[config.mk]
export PLATFORM = sky130hd
export DESIGN_NAME = iterative_right_shifter
export DESIGN_NICKNAME = d
export VERILOG_FILES = /design/src/rtl/iterative_right_shifter_pkg.sv /design/src/rtl/right_shift_stage.sv /design/src/rtl/iterative_right_shifter.sv
export SDC_FILE = /design/constraint.sdc
export NUM_CORES = 1
export LEC_CHECK = 0
export CORE_ASPECT_RATIO = 0.9
export CORE_MARGIN = 5
export CORE_UTILIZATION = 49
export CTS_CLUSTER_DIAMETER = 120
export DETAILED_ROUTE_END_ITERATION = 12
export GPL_TIMING_DRIVEN = 0
export PLACE_DENSITY = 0.81
export RECOVER_POWER = 50
export SLEW_MARGIN = 10
export SYNTH_ARGS = -nofsm -noshare
export SYNTH_HDL_FRONTEND = slang
export SYNTH_SLANG_ARGS = --single-unit
[constraint.sdc]
create_clock -name clock -period 2.55 [get_ports clock]
set_input_delay 0.51 -clock clock [delete_from_list [all_inputs] [get_ports clock]]
set_output_delay 0.51 -clock clock [all_outputs]
set_load 0.005 [all_outputs]
[src/rtl/iterative_right_shifter_pkg.sv]
`default_nettype none
// +-----------------------------------------------------------------------+
// | iterative_right_shifter_pkg                                           |
// | Widths, stage sequencing constants and FSM encodings for the shifter. |
// | Rev 1.0 - initial release                                             |
// +-----------------------------------------------------------------------+
package iterative_right_shifter_pkg;

    localparam int DATA_W      = 32;
    localparam int SHAMT_W     = 5;
    localparam int STAGE_CNT_W = 3;

    localparam logic [STAGE_CNT_W-1:0] LAST_STAGE = 3'd4;

    localparam logic [1:0] ST_IDLE  = 2'd0;
    localparam logic [1:0] ST_SHIFT = 2'd1;
    localparam logic [1:0] ST_DONE  = 2'd2;

endpackage : iterative_right_shifter_pkg
`default_nettype wire

[src/rtl/right_shift_stage.sv]
`default_nettype none
// +-----------------------------------------------------------------------+
// | right_shift_stage                                                     |
// | One barrel stage: select 0..4 means a distance of 16, 8, 4, 2, 1.     |
// | Rev 1.0 - initial release                                             |
// +-----------------------------------------------------------------------+
module right_shift_stage
    import iterative_right_shifter_pkg::*;
(
    input  logic [DATA_W-1:0]      value_i,
    input  logic [STAGE_CNT_W-1:0] dist_sel_i,
    input  logic                   en_i,
    input  logic                   fill_i,
    output logic [DATA_W-1:0]      value_o
);

    always_comb begin
        value_o = value_i;
        if (en_i) begin
            case (dist_sel_i)
                3'd0:    value_o = {{16{fill_i}}, value_i[DATA_W-1:16]};
                3'd1:    value_o = {{8{fill_i}},  value_i[DATA_W-1:8]};
                3'd2:    value_o = {{4{fill_i}},  value_i[DATA_W-1:4]};
                3'd3:    value_o = {{2{fill_i}},  value_i[DATA_W-1:2]};
                3'd4:    value_o = {fill_i,       value_i[DATA_W-1:1]};
                default: value_o = value_i;
            endcase
        end
    end

endmodule : right_shift_stage
`default_nettype wire

[src/rtl/iterative_right_shifter.sv]
`default_nettype none
// +-----------------------------------------------------------------------+
// | iterative_right_shifter                                               |
// | Five-cycle logical/arithmetic right shifter, one stage per clock.     |
// | Rev 1.0 - initial release                                             |
// +-----------------------------------------------------------------------+
module iterative_right_shifter
    import iterative_right_shifter_pkg::*;
(
    input  logic               clock,
    input  logic               reset,
    input  logic [DATA_W-1:0]  data_operand,
    input  logic [SHAMT_W-1:0] ctrl_shiftamt,
    input  logic               ctrl_arith,
    input  logic               ctrl_start,
    output logic [DATA_W-1:0]  out,
    output logic               busy,
    output logic               data_resultRDY
);

    logic [1:0]             state_q, state_d;
    logic [STAGE_CNT_W-1:0] cnt_q,   cnt_d;
    logic [DATA_W-1:0]      val_q,   val_d;
    logic [SHAMT_W-1:0]     amt_q,   amt_d;
    logic                   fill_q,  fill_d;
    logic [DATA_W-1:0]      stage_out;

    // The amount register shifts left each stage, so its MSB is always the
    // bit belonging to the current distance (16 first, 1 last).
    right_shift_stage u_stage (
        .value_i    (val_q),
        .dist_sel_i (cnt_q),
        .en_i       (amt_q[SHAMT_W-1]),
        .fill_i     (fill_q),
        .value_o    (stage_out)
    );

    always_comb begin
        state_d = state_q;
        cnt_d   = cnt_q;
        val_d   = val_q;
        amt_d   = amt_q;
        fill_d  = fill_q;
        case (state_q)
            ST_IDLE, ST_DONE: begin
                if (ctrl_start) begin
                    state_d = ST_SHIFT;
                    cnt_d   = '0;
                    val_d   = data_operand;
                    amt_d   = ctrl_shiftamt;
                    fill_d  = ctrl_arith & data_operand[DATA_W-1];
                end else if (state_q == ST_DONE) begin
                    state_d = ST_IDLE;
                end
            end
            ST_SHIFT: begin
                val_d = stage_out;
                amt_d = {amt_q[SHAMT_W-2:0], 1'b0};
                if (cnt_q == LAST_STAGE) begin
                    state_d = ST_DONE;
                end else begin
                    cnt_d = cnt_q + 3'd1;
                end
            end
            default: state_d = ST_IDLE;
        endcase
    end

    always_ff @(posedge clock) begin
        if (reset) begin
            state_q <= ST_IDLE;
            cnt_q   <= '0;
            val_q   <= '0;
            amt_q   <= '0;
            fill_q  <= 1'b0;
        end else begin
            state_q <= state_d;
            cnt_q   <= cnt_d;
            val_q   <= val_d;
            amt_q   <= amt_d;
            fill_q  <= fill_d;
        end
    end

    // Intermediate stage values are visible on out during SHIFT.
    assign out            = val_q;
    assign busy           = (state_q == ST_SHIFT);
    assign data_resultRDY = (state_q == ST_DONE);

endmodule : iterative_right_shifter
`default_nettype wire

==> results of run 1 <==
==> routing by layer <==
layer,vias up,wire length (µm),global-route usage (%)
met4,0,277,10.3
met5,-,0,0
met3,35,1230,6.87
met1,1547,4280,37.8
li1,1527,-,-
met2,224,4350,41.2
==> metrics by stage <==
step,instances,TNS (ns),total power [mW]
2_1_floorplan,353,0,1.12
3_3_place_gp,496,-0.297,1.39
3_5_place_dp,496,-0.647,1.40
4_1_cts,503,0,1.84
5_1_grt,503,0,1.92
6_report,503,0,1.84
==> kinds of logic after synthesis <==
logic type	after synthesis	share of synthesized area [%]
AND/OR/NAND/NOR	109	17.2
AO/OA/AOI/OAI	147	42.0
flip-flops	43	30.5
buffers and inverters	49	8.16
adder cells (fa/ha/maj)	5	2.22
==> cell usage in the layout (no fill, tap or decap), types with 11 or more instances in the layout <==
| master | netlist | layout |
|---|---|---|
| dlygate4sd3_1 | 0 | 29 |
| o211ai_1 | 27 | 27 |
| buf_2 | 16 | 13 |
| nor2_1 | 23 | 23 |
| a21oi_1 | 22 | 22 |
| clkdlybuf4s50_1 | 0 | 44 |
| dfxtp_1 | 43 | 43 |
| a311oi_1 | 11 | 11 |
| a22oi_1 | 41 | 41 |
| nand2_1 | 46 | 46 |
| clkbuf_1 | 18 | 17 |
| o221ai_1 | 14 | 14 |
| nand3_1 | 20 | 20 |
==> layout make-up <==
type / count / area share, %
clock inverters: 1 / 0.134
flip-flops and latches: 43 / 23.0
well taps: 70 / 2.34
plain buffers: 40 / 5.32
multi-input cells: 261 / 46.3
inverters: 8 / 0.837
clock buffers: 6 / 2.21
repair buffers: 74 / 19.8
==> worst reg2reg max path: stages, from the launching register on <==
cell and delay [ns]:
dfxtp_1 0.41, buf_2 0.26, clkinv_2 0.20, ha_1 0.25, buf_2 0.18, o21bai_2 0.25
buf_2 0.22, o211ai_1 0.12, o211ai_1 0.15, a311oi_2 0.28
==> state kept, by name, summed over array words and instances, names as in the netlist <==
name	flops
state_q	2
cnt_q	3
out	32
amt_q	5
fill_q	1
==> final timing paths <==
path / slack (ns) / start / end
worst min-delay path: 0.47 / amt_q[0]$_SDFFE_PP0P_ / amt_q[0]$_SDFFE_PP0P_
worst min register to register: 0.47 / amt_q[0]$_SDFFE_PP0P_ / amt_q[0]$_SDFFE_PP0P_
worst max-delay path: 0.14 / cnt_q[2]$_SDFFE_PP0P_ / out[9]$_SDFFE_PP0P_
worst max register to register: 0.14 / cnt_q[2]$_SDFFE_PP0P_ / out[9]$_SDFFE_PP0P_
==> power by group through the flow <==
stage | Combinational, mW | Clock (mW) | Sequential, mW
global placement | 0.529 | 0 | 0.859
CTS | 0.543 | 0.457 | 0.843
floorplan | 0.292 | 0 | 0.823
finish | 0.531 | 0.455 | 0.850
detailed placement | 0.541 | 0 | 0.858
global route | 0.580 | 0.482 | 0.856
==> repair_timing <==
item	in CTS	in global routing
resized for setup	1	5
setup buffers	0	1
endpoints found under the hold margin	0	0
endpoints found under the setup margin	12	17
pin swaps	1	1
==> flow_metrics.env, run 1 <==
export IMPL_status="complete, no violations"
export IMPL_cts_root_buf="clkbuf_8"
export IMPL_period_share_pct=94.7
export IMPL_clock_power_share_pct=24.8
export IMPL_leakage_nw=1.30
export IMPL_vias=3333
export IMPL_drv_slew=0
export IMPL_place_area_mm2=0.00364
export IMPL_final_area_mm2=0.00374
export IMPL_yosys_top_cells_area="dfxtp_1 (30%), a22oi_1 (11%), o211ai_1 (7.2%)"
export IMPL_synth_nets=399
export IMPL_rsz0062_at_grt="no"
export IMPL_ys_flop_type="dfxtp_1"
export IMPL_dp_hpwl_um=7300
export IMPL_multiInputGateArea_mm2=0.00173
export IMPL_ios=75
export IMPL_drt_wirelength_per_cell_um=20.2
export IMPL_grt_pass1_wl_um=16500
export IMPL_setup_viol_count_final=0
export IMPL_crit_path_frequent_cell="buf_2"
export IMPL_die_h_um=82.0
export IMPL_hold_violations=0
export IMPL_critical_path_max_stage_delay_ns=0.41
export IMPL_globalplace_congestion=0.950
export IMPL_grt_pass1_vias=3144
export IMPL_cp_max_fo=10
export IMPL_area_growth_pct=32.4
export IMPL_clock_skew_ns=0.00742
export IMPL_fin_ws_ns=0.136
export IMPL_slowest_stage="dfxtp_1"
export IMPL_syn_instance_count=353
export IMPL_route_detailed_drc=0
export IMPL_r2r_cells=9
export IMPL_cts_sinks=43
export IMPL_netSwitchingPower_mw=0.631
export IMPL_synth_top_area_share_pct=30.5
export IMPL_min_path_type="register to register"
export IMPL_worst_slew_pin_slew_ns=0.640
export IMPL_start_util_pct=50.2
export IMPL_drive_above_1_share_pct=10.2
export IMPL_min_delay_path_depth=2
export IMPL_crit_family="buffers and inverters"
export IMPL_htreeDepth=2
export IMPL_grt_util_all_layers_pct=27.3
export IMPL_path_class="register to register"
export IMPL_yosysMostFrequentCell="nand2_1"
export IMPL_grt_max_degree=13
export IMPL_vias_per_cell=6.63
export IMPL_synthTopCellsByCount="nand2_1 (46), dfxtp_1 (43), a22oi_1 (41), o211ai_1 (27), nor2_1 (23)"
export IMPL_nets=479
export IMPL_ys_seq_area_share_pct=30.5
export IMPL_first_iter_violations=442
export IMPL_port_buffers=73
export IMPL_antenna_cells=0
export IMPL_max_slew_margin_rel_pct=57.3
export IMPL_min_period_ns=2.41
export IMPL_yosysTopAreaCell="dfxtp_1"
export IMPL_switching_share_pct=34.4
export IMPL_yosys_register_bits=43
export IMPL_seq_area_um2=861
export IMPL_cp_buffers_inverters=4
export IMPL_dieArea_mm2=0.00738
export IMPL_die_w_um=90.0
export IMPL_max_freq_mhz=414
export IMPL_pre_cts_ws_ns=-0.0732
export IMPL_num_rows=26
export IMPL_cp_data_required_time_ns=2.76
export IMPL_cts_max_path_buffers=2
export IMPL_combPwrFrac_pct=28.9
export IMPL_antenna_found_initial=0
export IMPL_ys_warnings_count=0
export IMPL_arrival_ns=2.63
export IMPL_fin_util_pct=66.4
export IMPL_seqPwrFrac_pct=46.3
export IMPL_pwr_density_cell_mw_per_mm2=492
export IMPL_core_mm2=0.00563
export IMPL_cts_made_buffers=5
export IMPL_postRouteAntennaNets=0
export IMPL_nFillCells=492
export IMPL_synthArstFlopShare_pct=0
export IMPL_synth_edff_count=0
export IMPL_drt_total_wl_um=10100
export IMPL_worstSkewPairLatency_ns=0.30
export IMPL_hold_buffers=0
export IMPL_ir_drop_mv=0.330
export IMPL_cts_tree="done"
export IMPL_dr_pass1_iters=8
export IMPL_grt_overflow=0
export IMPL_p_int_mw=1.21
export IMPL_max_cap_viol_count=0
export IMPL_cp_cell_sequence="buf_2, clkinv_2, ha_1, buf_2, o21bai_2, buf_2, o211ai_1, o211ai_1, a311oi_2"
export IMPL_cp_end_kind="register"
export IMPL_critPathLaunchType="register"
export IMPL_path_clk_slew_ns=0.09
export IMPL_synth_area_mm2=0.00282
export IMPL_avgSynthCellArea_um2=8.00
export IMPL_holdWs_ns=0.475
export IMPL_synth_cell_types=36
export IMPL_worstSetupPathDepth=9
No activity file was read; power rests on OpenSTA's default activity.
==> inputs of run 2 (changes only) <==
--- a/constraint.sdc
+++ b/constraint.sdc
@@ -3,2 +3,2 @@
 set_output_delay 0.51 -clock clock [all_outputs]
-set_load 0.005 [all_outputs]
+set_load 0.02 [all_outputs]
==> run 2 against run 1 <==
Compared with the run above:
- combinational power is 12% higher
- sequential power about the same
- critical endpoint unchanged
- register-to-register slack hardly changed
- critical path type unchanged
- power grew 3.4%
- clock skew fell by 0.0015 ns
- clock-buffer cell count unchanged
==> flow_metrics.env, run 2 (synthesis results as in run 1) <==
export IMPL_status="complete, no violations"
export IMPL_postRouteAntennaNets=0
export IMPL_hold_buffers=0
export IMPL_grt_overflow=0
export IMPL_fin_setup_tns_ns=0
export IMPL_vias=3332
export IMPL_max_cap_viol_count=0
export IMPL_htreeDepth=2
export IMPL_combPwrFrac_pct=31.3
export IMPL_critical_path_max_stage_delay_ns=0.41
export IMPL_period_share_pct=95.1
export IMPL_place_area_mm2=0.00364
export IMPL_slowest_stage="dfxtp_1"
export IMPL_min_period_ns=2.43
export IMPL_topRoutingLayerUsed="met4"
export IMPL_antenna_cells=0
export IMPL_mostFrequentLayoutCell="nand2_1"
export IMPL_vias_per_cell=6.61
export IMPL_drive_above_1_share_pct=10.4
export IMPL_nets=480
export IMPL_seq_area_um2=861
export IMPL_drt_total_wl_um=10200
export IMPL_nFillCells=493
export IMPL_ios=75
export IMPL_cts_sinks=43
export IMPL_drv_slew=0
export IMPL_pwr_density_cell_mw_per_mm2=508
export IMPL_grt_util_all_layers_pct=27.3
export IMPL_leakage_nw=1.30
export IMPL_wl_met1_um=4320
export IMPL_hold_violations=0
export IMPL_antenna_found_initial=0
export IMPL_setup_viol_count_final=0
export IMPL_drt_wirelength_per_cell_um=20.2
export IMPL_path_clk_slew_ns=0.08
export IMPL_fin_ws_ns=0.125
export IMPL_crit_path_frequent_cell="buf_2"
export IMPL_first_iter_violations=507
export IMPL_max_slew_margin_rel_pct=57.7
export IMPL_cts_root_buf="clkbuf_8"
export IMPL_cp_end_kind="register"
export IMPL_switching_share_pct=36.4
export IMPL_final_cell_mix="nand2_1 (46), clkdlybuf4s50_1 (44), dfxtp_1 (43), a22oi_1 (41), dlygate4sd3_1 (28)"
export IMPL_grt_pass1_vias=3144
export IMPL_dr_pass1_iters=8
export IMPL_port_buffers=73
export IMPL_p_int_mw=1.21
export IMPL_rsz0062_at_grt="no"
export IMPL_cp_buffers_inverters=4
export IMPL_critPathLaunchType="register"
export IMPL_die_w_um=90.0
export IMPL_cp_data_required_time_ns=2.77
export IMPL_worstSkewPairLatency_ns=0.31
export IMPL_multiInputGateArea_mm2=0.00173
export IMPL_cp_cell_sequence="buf_2, clkinv_2, ha_1, buf_2, o21bai_2, buf_2, o211ai_1, o211ai_1, a311oi_2"
export IMPL_path_class="register to register"
export IMPL_wl_met3_um=1170
export IMPL_start_util_pct=50.2
export IMPL_clock_power_share_pct=24.1
export IMPL_cts_made_buffers=5
export IMPL_crit_family="buffers and inverters"
export IMPL_route_detailed_drc=0
export IMPL_grt_pass1_wl_um=16500
export IMPL_clock_skew_ns=0.00591
export IMPL_num_rows=26
export IMPL_cts_tree="done"
export IMPL_cts_max_path_buffers=2
export IMPL_largest_register_ffs=32
export IMPL_arrival_ns=2.64
export IMPL_seqPwrFrac_pct=44.6
export IMPL_ir_drop_mv=0.331
export IMPL_final_area_mm2=0.00374
export IMPL_cp_max_fo=10
export IMPL_wl_met2_um=4400
export IMPL_grt_max_degree=13
export IMPL_globalplace_congestion=0.950
export IMPL_core_mm2=0.00563
export IMPL_pre_cts_ws_ns=-0.0732
export IMPL_dieArea_mm2=0.00738
export IMPL_die_h_um=82.0
export IMPL_netSwitchingPower_mw=0.692
export IMPL_dp_hpwl_um=7300
export IMPL_area_growth_pct=32.4
export IMPL_min_path_type="register to register"
export IMPL_worst_slew_pin_slew_ns=0.634
export IMPL_max_freq_mhz=412
run 2: cell count changes in the layout (fill, tap and decap cells not counted):
cell and change:
buf_2 +2, clkbuf_4 -1, dlygate4sd3_1 -1, dlygate4sd2_1 +1
run 2: routing by layer:
metal  global-route usage, %  vias up
met4                    10.3        0
met3                    6.87       37
met2                    41.2      233
met1                    37.8     1540
met5                       0        -
li1                        -     1522
run 2: power by group through the flow:
stage	logic (mW)	clock network, mW	registers (mW)
4_1_cts	0.603	0.457	0.843
3_3_place_gp	0.590	0	0.859
2_1_floorplan	0.294	0	0.882
6_report	0.595	0.457	0.847
3_5_place_dp	0.602	0	0.858
5_1_grt	0.641	0.482	0.856
run 2: metrics by stage:
step | util, % | hold WS (ns) | power, mW | cells
after floorplan | - | 0.448 | 1.18 | 353
after global placement | 64.7 | 0.461 | 1.45 | 496
after detailed placement | 64.7 | 0.466 | 1.46 | 496
after CTS | 66.3 | 0.478 | 1.90 | 503
after global routing | 66.4 | 0.512 | 1.98 | 504
final | 66.4 | 0.475 | 1.90 | 504
run 2: final timing paths:
path | from | endpoint | slack [ns] | cells past startpoint
hold reg to reg | amt_q[0]$_SDFFE_PP0P_ | amt_q[0]$_SDFFE_PP0P_ | 0.47 | 2
setup / recovery | cnt_q[2]$_SDFFE_PP0P_ | out[9]$_SDFFE_PP0P_ | 0.12 | 9
setup reg to reg | cnt_q[2]$_SDFFE_PP0P_ | out[9]$_SDFFE_PP0P_ | 0.12 | 9
hold / removal | amt_q[0]$_SDFFE_PP0P_ | amt_q[0]$_SDFFE_PP0P_ | 0.47 | 2
run 2: layout make-up:
cell class | instances | share of cell area (%)
clock buffers | 6 | 2.21
repair buffers | 74 | 19.7
clock inverters | 1 | 0.134
inverters | 8 | 0.837
well taps | 70 | 2.34
multi-input cells | 261 | 46.3
plain buffers | 41 | 5.39
flip-flops and latches | 43 | 23.0
run 2: repair_timing:
item	4_1_cts	5_1_grt
buffers inserted	0	1
setup endpoints to repair	13	16
resized for setup	2	4
pin swaps	1	1
run 2: worst register-to-register path, stage by stage, from the launching register on:
cell and delay [ns]:
dfxtp_1 0.41, buf_2 0.26, clkinv_2 0.21, ha_1 0.25, buf_2 0.18, o21bai_2 0.25, buf_2 0.23, o211ai_1 0.12
o211ai_1 0.15, a311oi_2 0.28
==> inputs of run 3 (changes only) <==
Settings changed: CORE_UTILIZATION 49 to 29, CTS_CLUSTER_DIAMETER 120 to not set, PLACE_DENSITY 0.81 to not set.
Clock period 2.55 ns to 2.1 ns, I/O delays scaled along.
==> run 3 against run 2 <==
Compared with the run above:
- first-iteration DRC count is 52% lower
- largest cell class unchanged
- power up 30%
- die area rose by 60%
- critical endpoint is now out[8]$_SDFFE_PP0P_
- cell area rose by 5.6%
- flip-flop and latch count did not move
==> flow_metrics.env, run 3 (synthesis results as in run 1) <==
export IMPL_port_buffers=73
export IMPL_globalplace_congestion=0.920
export IMPL_critPathLaunchType="register"
export IMPL_die_w_um=114
export IMPL_max_freq_mhz=495
export IMPL_die_h_um=104
export IMPL_postRouteAntennaNets=0
export IMPL_route_detailed_drc=0
export IMPL_rr_startpoint="cnt_q[0]$_SDFFE_PP0P_"
export IMPL_stdcell_count=563
export IMPL_dp_hpwl_um=7970
export IMPL_cts_tree="done"
export IMPL_reg2reg_slack_ns=0.08
export IMPL_topRoutingLayerUsed="met4"
export IMPL_fin_setup_tns_ns=0
export IMPL_antenna_found_initial=0
export IMPL_max_slew_margin_rel_pct=54.6
export IMPL_worstSkewPairLatency_ns=0.30
export IMPL_wl_met2_um=4790
export IMPL_start_util_pct=29.5
export IMPL_core_mm2=0.00957
export IMPL_hold_buffers=0
export IMPL_antenna_cells=0
export IMPL_cts_root_buf="clkbuf_8"
export IMPL_place_area_mm2=0.00371
export IMPL_crit_path_start="cnt_q[0]$_SDFFE_PP0P_"
export IMPL_grt_pass1_vias=3237
export IMPL_cts_made_buffers=5
export IMPL_nets=482
export IMPL_worstSetupPathDepth=8
export IMPL_grt_pass1_wl_um=17400
export IMPL_crit_family="compound AO/OA/AOI/OAI gates"
export IMPL_r2r_cells=8
export IMPL_vias_per_cell=5.95
export IMPL_hold_violations=0
export IMPL_slowest_stage="dfxtp_4"
export IMPL_ir_drop_mv=0.272
export IMPL_largest_register_ffs=32
export IMPL_setup_viol_count_final=0
export IMPL_path_class="register to register"
export IMPL_clock_skew_ns=0.00351
export IMPL_arrival_ns=2.19
export IMPL_final_cell_mix="clkdlybuf4s50_1 (72), nand2_1 (45), a22oi_1 (40), dfxtp_1 (40), o211ai_1 (27)"
export IMPL_min_period_ns=2.02
export IMPL_cp_max_fo=10
export IMPL_dieArea_mm2=0.0118
export IMPL_critical_path_max_stage_delay_ns=0.38
export IMPL_wl_met3_um=1060
export IMPL_leakage_nw=1.30
export IMPL_first_iter_violations=242
export IMPL_drt_wirelength_per_cell_um=19.4
export IMPL_worstReg2RegEnd="out[8]$_SDFFE_PP0P_"
export IMPL_cp_data_required_time_ns=2.27
export IMPL_power_mw=2.47
export IMPL_rsz0062_at_grt="yes"
export IMPL_period_share_pct=96.2
export IMPL_ios=75
export IMPL_htreeDepth=2
export IMPL_grt_overflow=0
export IMPL_path_clk_slew_ns=0.09
export IMPL_dr_pass1_iters=5
export IMPL_grt_util_all_layers_pct=18.2
export IMPL_vias=3351
export IMPL_cp_buffers_inverters=3
export IMPL_critPathCapture="out[8]$_SDFFE_PP0P_"
export IMPL_cts_sinks=43
export IMPL_status="complete, no violations"
export IMPL_cp_cell_sequence="inv_1, ha_1, buf_4, nor3_4, o21bai_4, clkbuf_2, o211ai_1, a311oi_2"
export IMPL_final_area_mm2=0.00395
export IMPL_drv_slew=0
export IMPL_min_path_type="register to register"
export IMPL_drive_above_1_share_pct=14.9
export IMPL_max_cap_viol_count=0
export IMPL_cts_max_path_buffers=2
export IMPL_grt_max_degree=15
export IMPL_mostFrequentLayoutCell="clkdlybuf4s50_1"
export IMPL_pwr_density_cell_mw_per_mm2=625
export IMPL_worst_slew_pin_slew_ns=0.680
export IMPL_drt_total_wl_um=10900
export IMPL_place_inst=552
export IMPL_wl_met1_um=4770
export IMPL_cp_end_kind="register"
export IMPL_num_rows=34
export IMPL_area_growth_pct=39.8
-- run 3: cell types whose count changed in the layout (fill, tap and decap cells not counted), sizes merged --
cell           before  now
clkdlybuf4s50      44   72
buf                23   25
inv                 7    8
dlygate4sd2         1    0
dlygate4sd3        28    0
bufinv              0    1
-- run 3: power breakdown --
group	switching, mW	internal (mW)	leakage (nW)
registers	0.143	0.891	0.356
clock network	0.312	0.355	0.0581
logic	0.415	0.350	0.881
-- run 3: per-layer routing --
metal	GRT usage, %	up-vias
li1	-	1534
met1	25.6	1614
met2	26.5	183
met3	4.08	20
met4	7.97	0
met5	0	-
-- run 3: worst min-delay path by stage --
stage	start	end	slack (ns)	depth (start not counted)
4_1_cts	amt_q[0]$_SDFFE_PP0P_	amt_q[0]$_SDFFE_PP0P_	0.48	2
5_1_grt	amt_q[0]$_SDFFE_PP0P_	amt_q[0]$_SDFFE_PP0P_	0.49	2
3_5_place_dp	amt_q[0]$_SDFFE_PP0P_	amt_q[0]$_SDFFE_PP0P_	0.46	2
3_3_place_gp	amt_q[0]$_SDFFE_PP0P_	amt_q[0]$_SDFFE_PP0P_	0.46	2
2_1_floorplan	amt_q[0]$_SDFFE_PP0P_	amt_q[0]$_SDFFE_PP0P_	0.45	2
6_report	amt_q[0]$_SDFFE_PP0P_	amt_q[0]$_SDFFE_PP0P_	0.48	2
-- run 3: area by class of cell --
cell class	count	area, µm²
Multi-Input combinational cell	261	1770
Clock inverter	3	43.8
Timing Repair Buffer	76	748
Buffer	41	250
Clock buffer	5	68.8
Sequential cell	43	870
Tap cell	126	158
Inverter	8	37.5
Fill cell	985	5630
-- run 3: per-stage QoR --
| step | hold slack (ns) | setup WS, ns | util [%] |
|---|---|---|---|
| final | 0.480 | 0.0803 | 41.2 |
| after global routing | 0.492 | -0.0162 | 41.2 |
| after CTS | 0.478 | 0.0173 | 40.3 |
| after detailed placement | 0.464 | -0.331 | 38.8 |
| after global placement | 0.459 | -0.327 | 38.8 |
| after floorplan | 0.448 | 0.0593 | - |
-- run 3: what timing repair did --
action	CTS	global route
resized for setup	12	41
pin swaps	1	4
buffers inserted	2	1
setup endpoints to repair	33	32
-- run 3: worst reg2reg max path: stages (launching register included) --
cell and delay (ns):
dfxtp_4 0.38, inv_1 0.06, ha_1 0.22, buf_4 0.19
nor3_4 0.25, o21bai_4 0.11, clkbuf_2 0.22, o211ai_1 0.31
a311oi_2 0.14
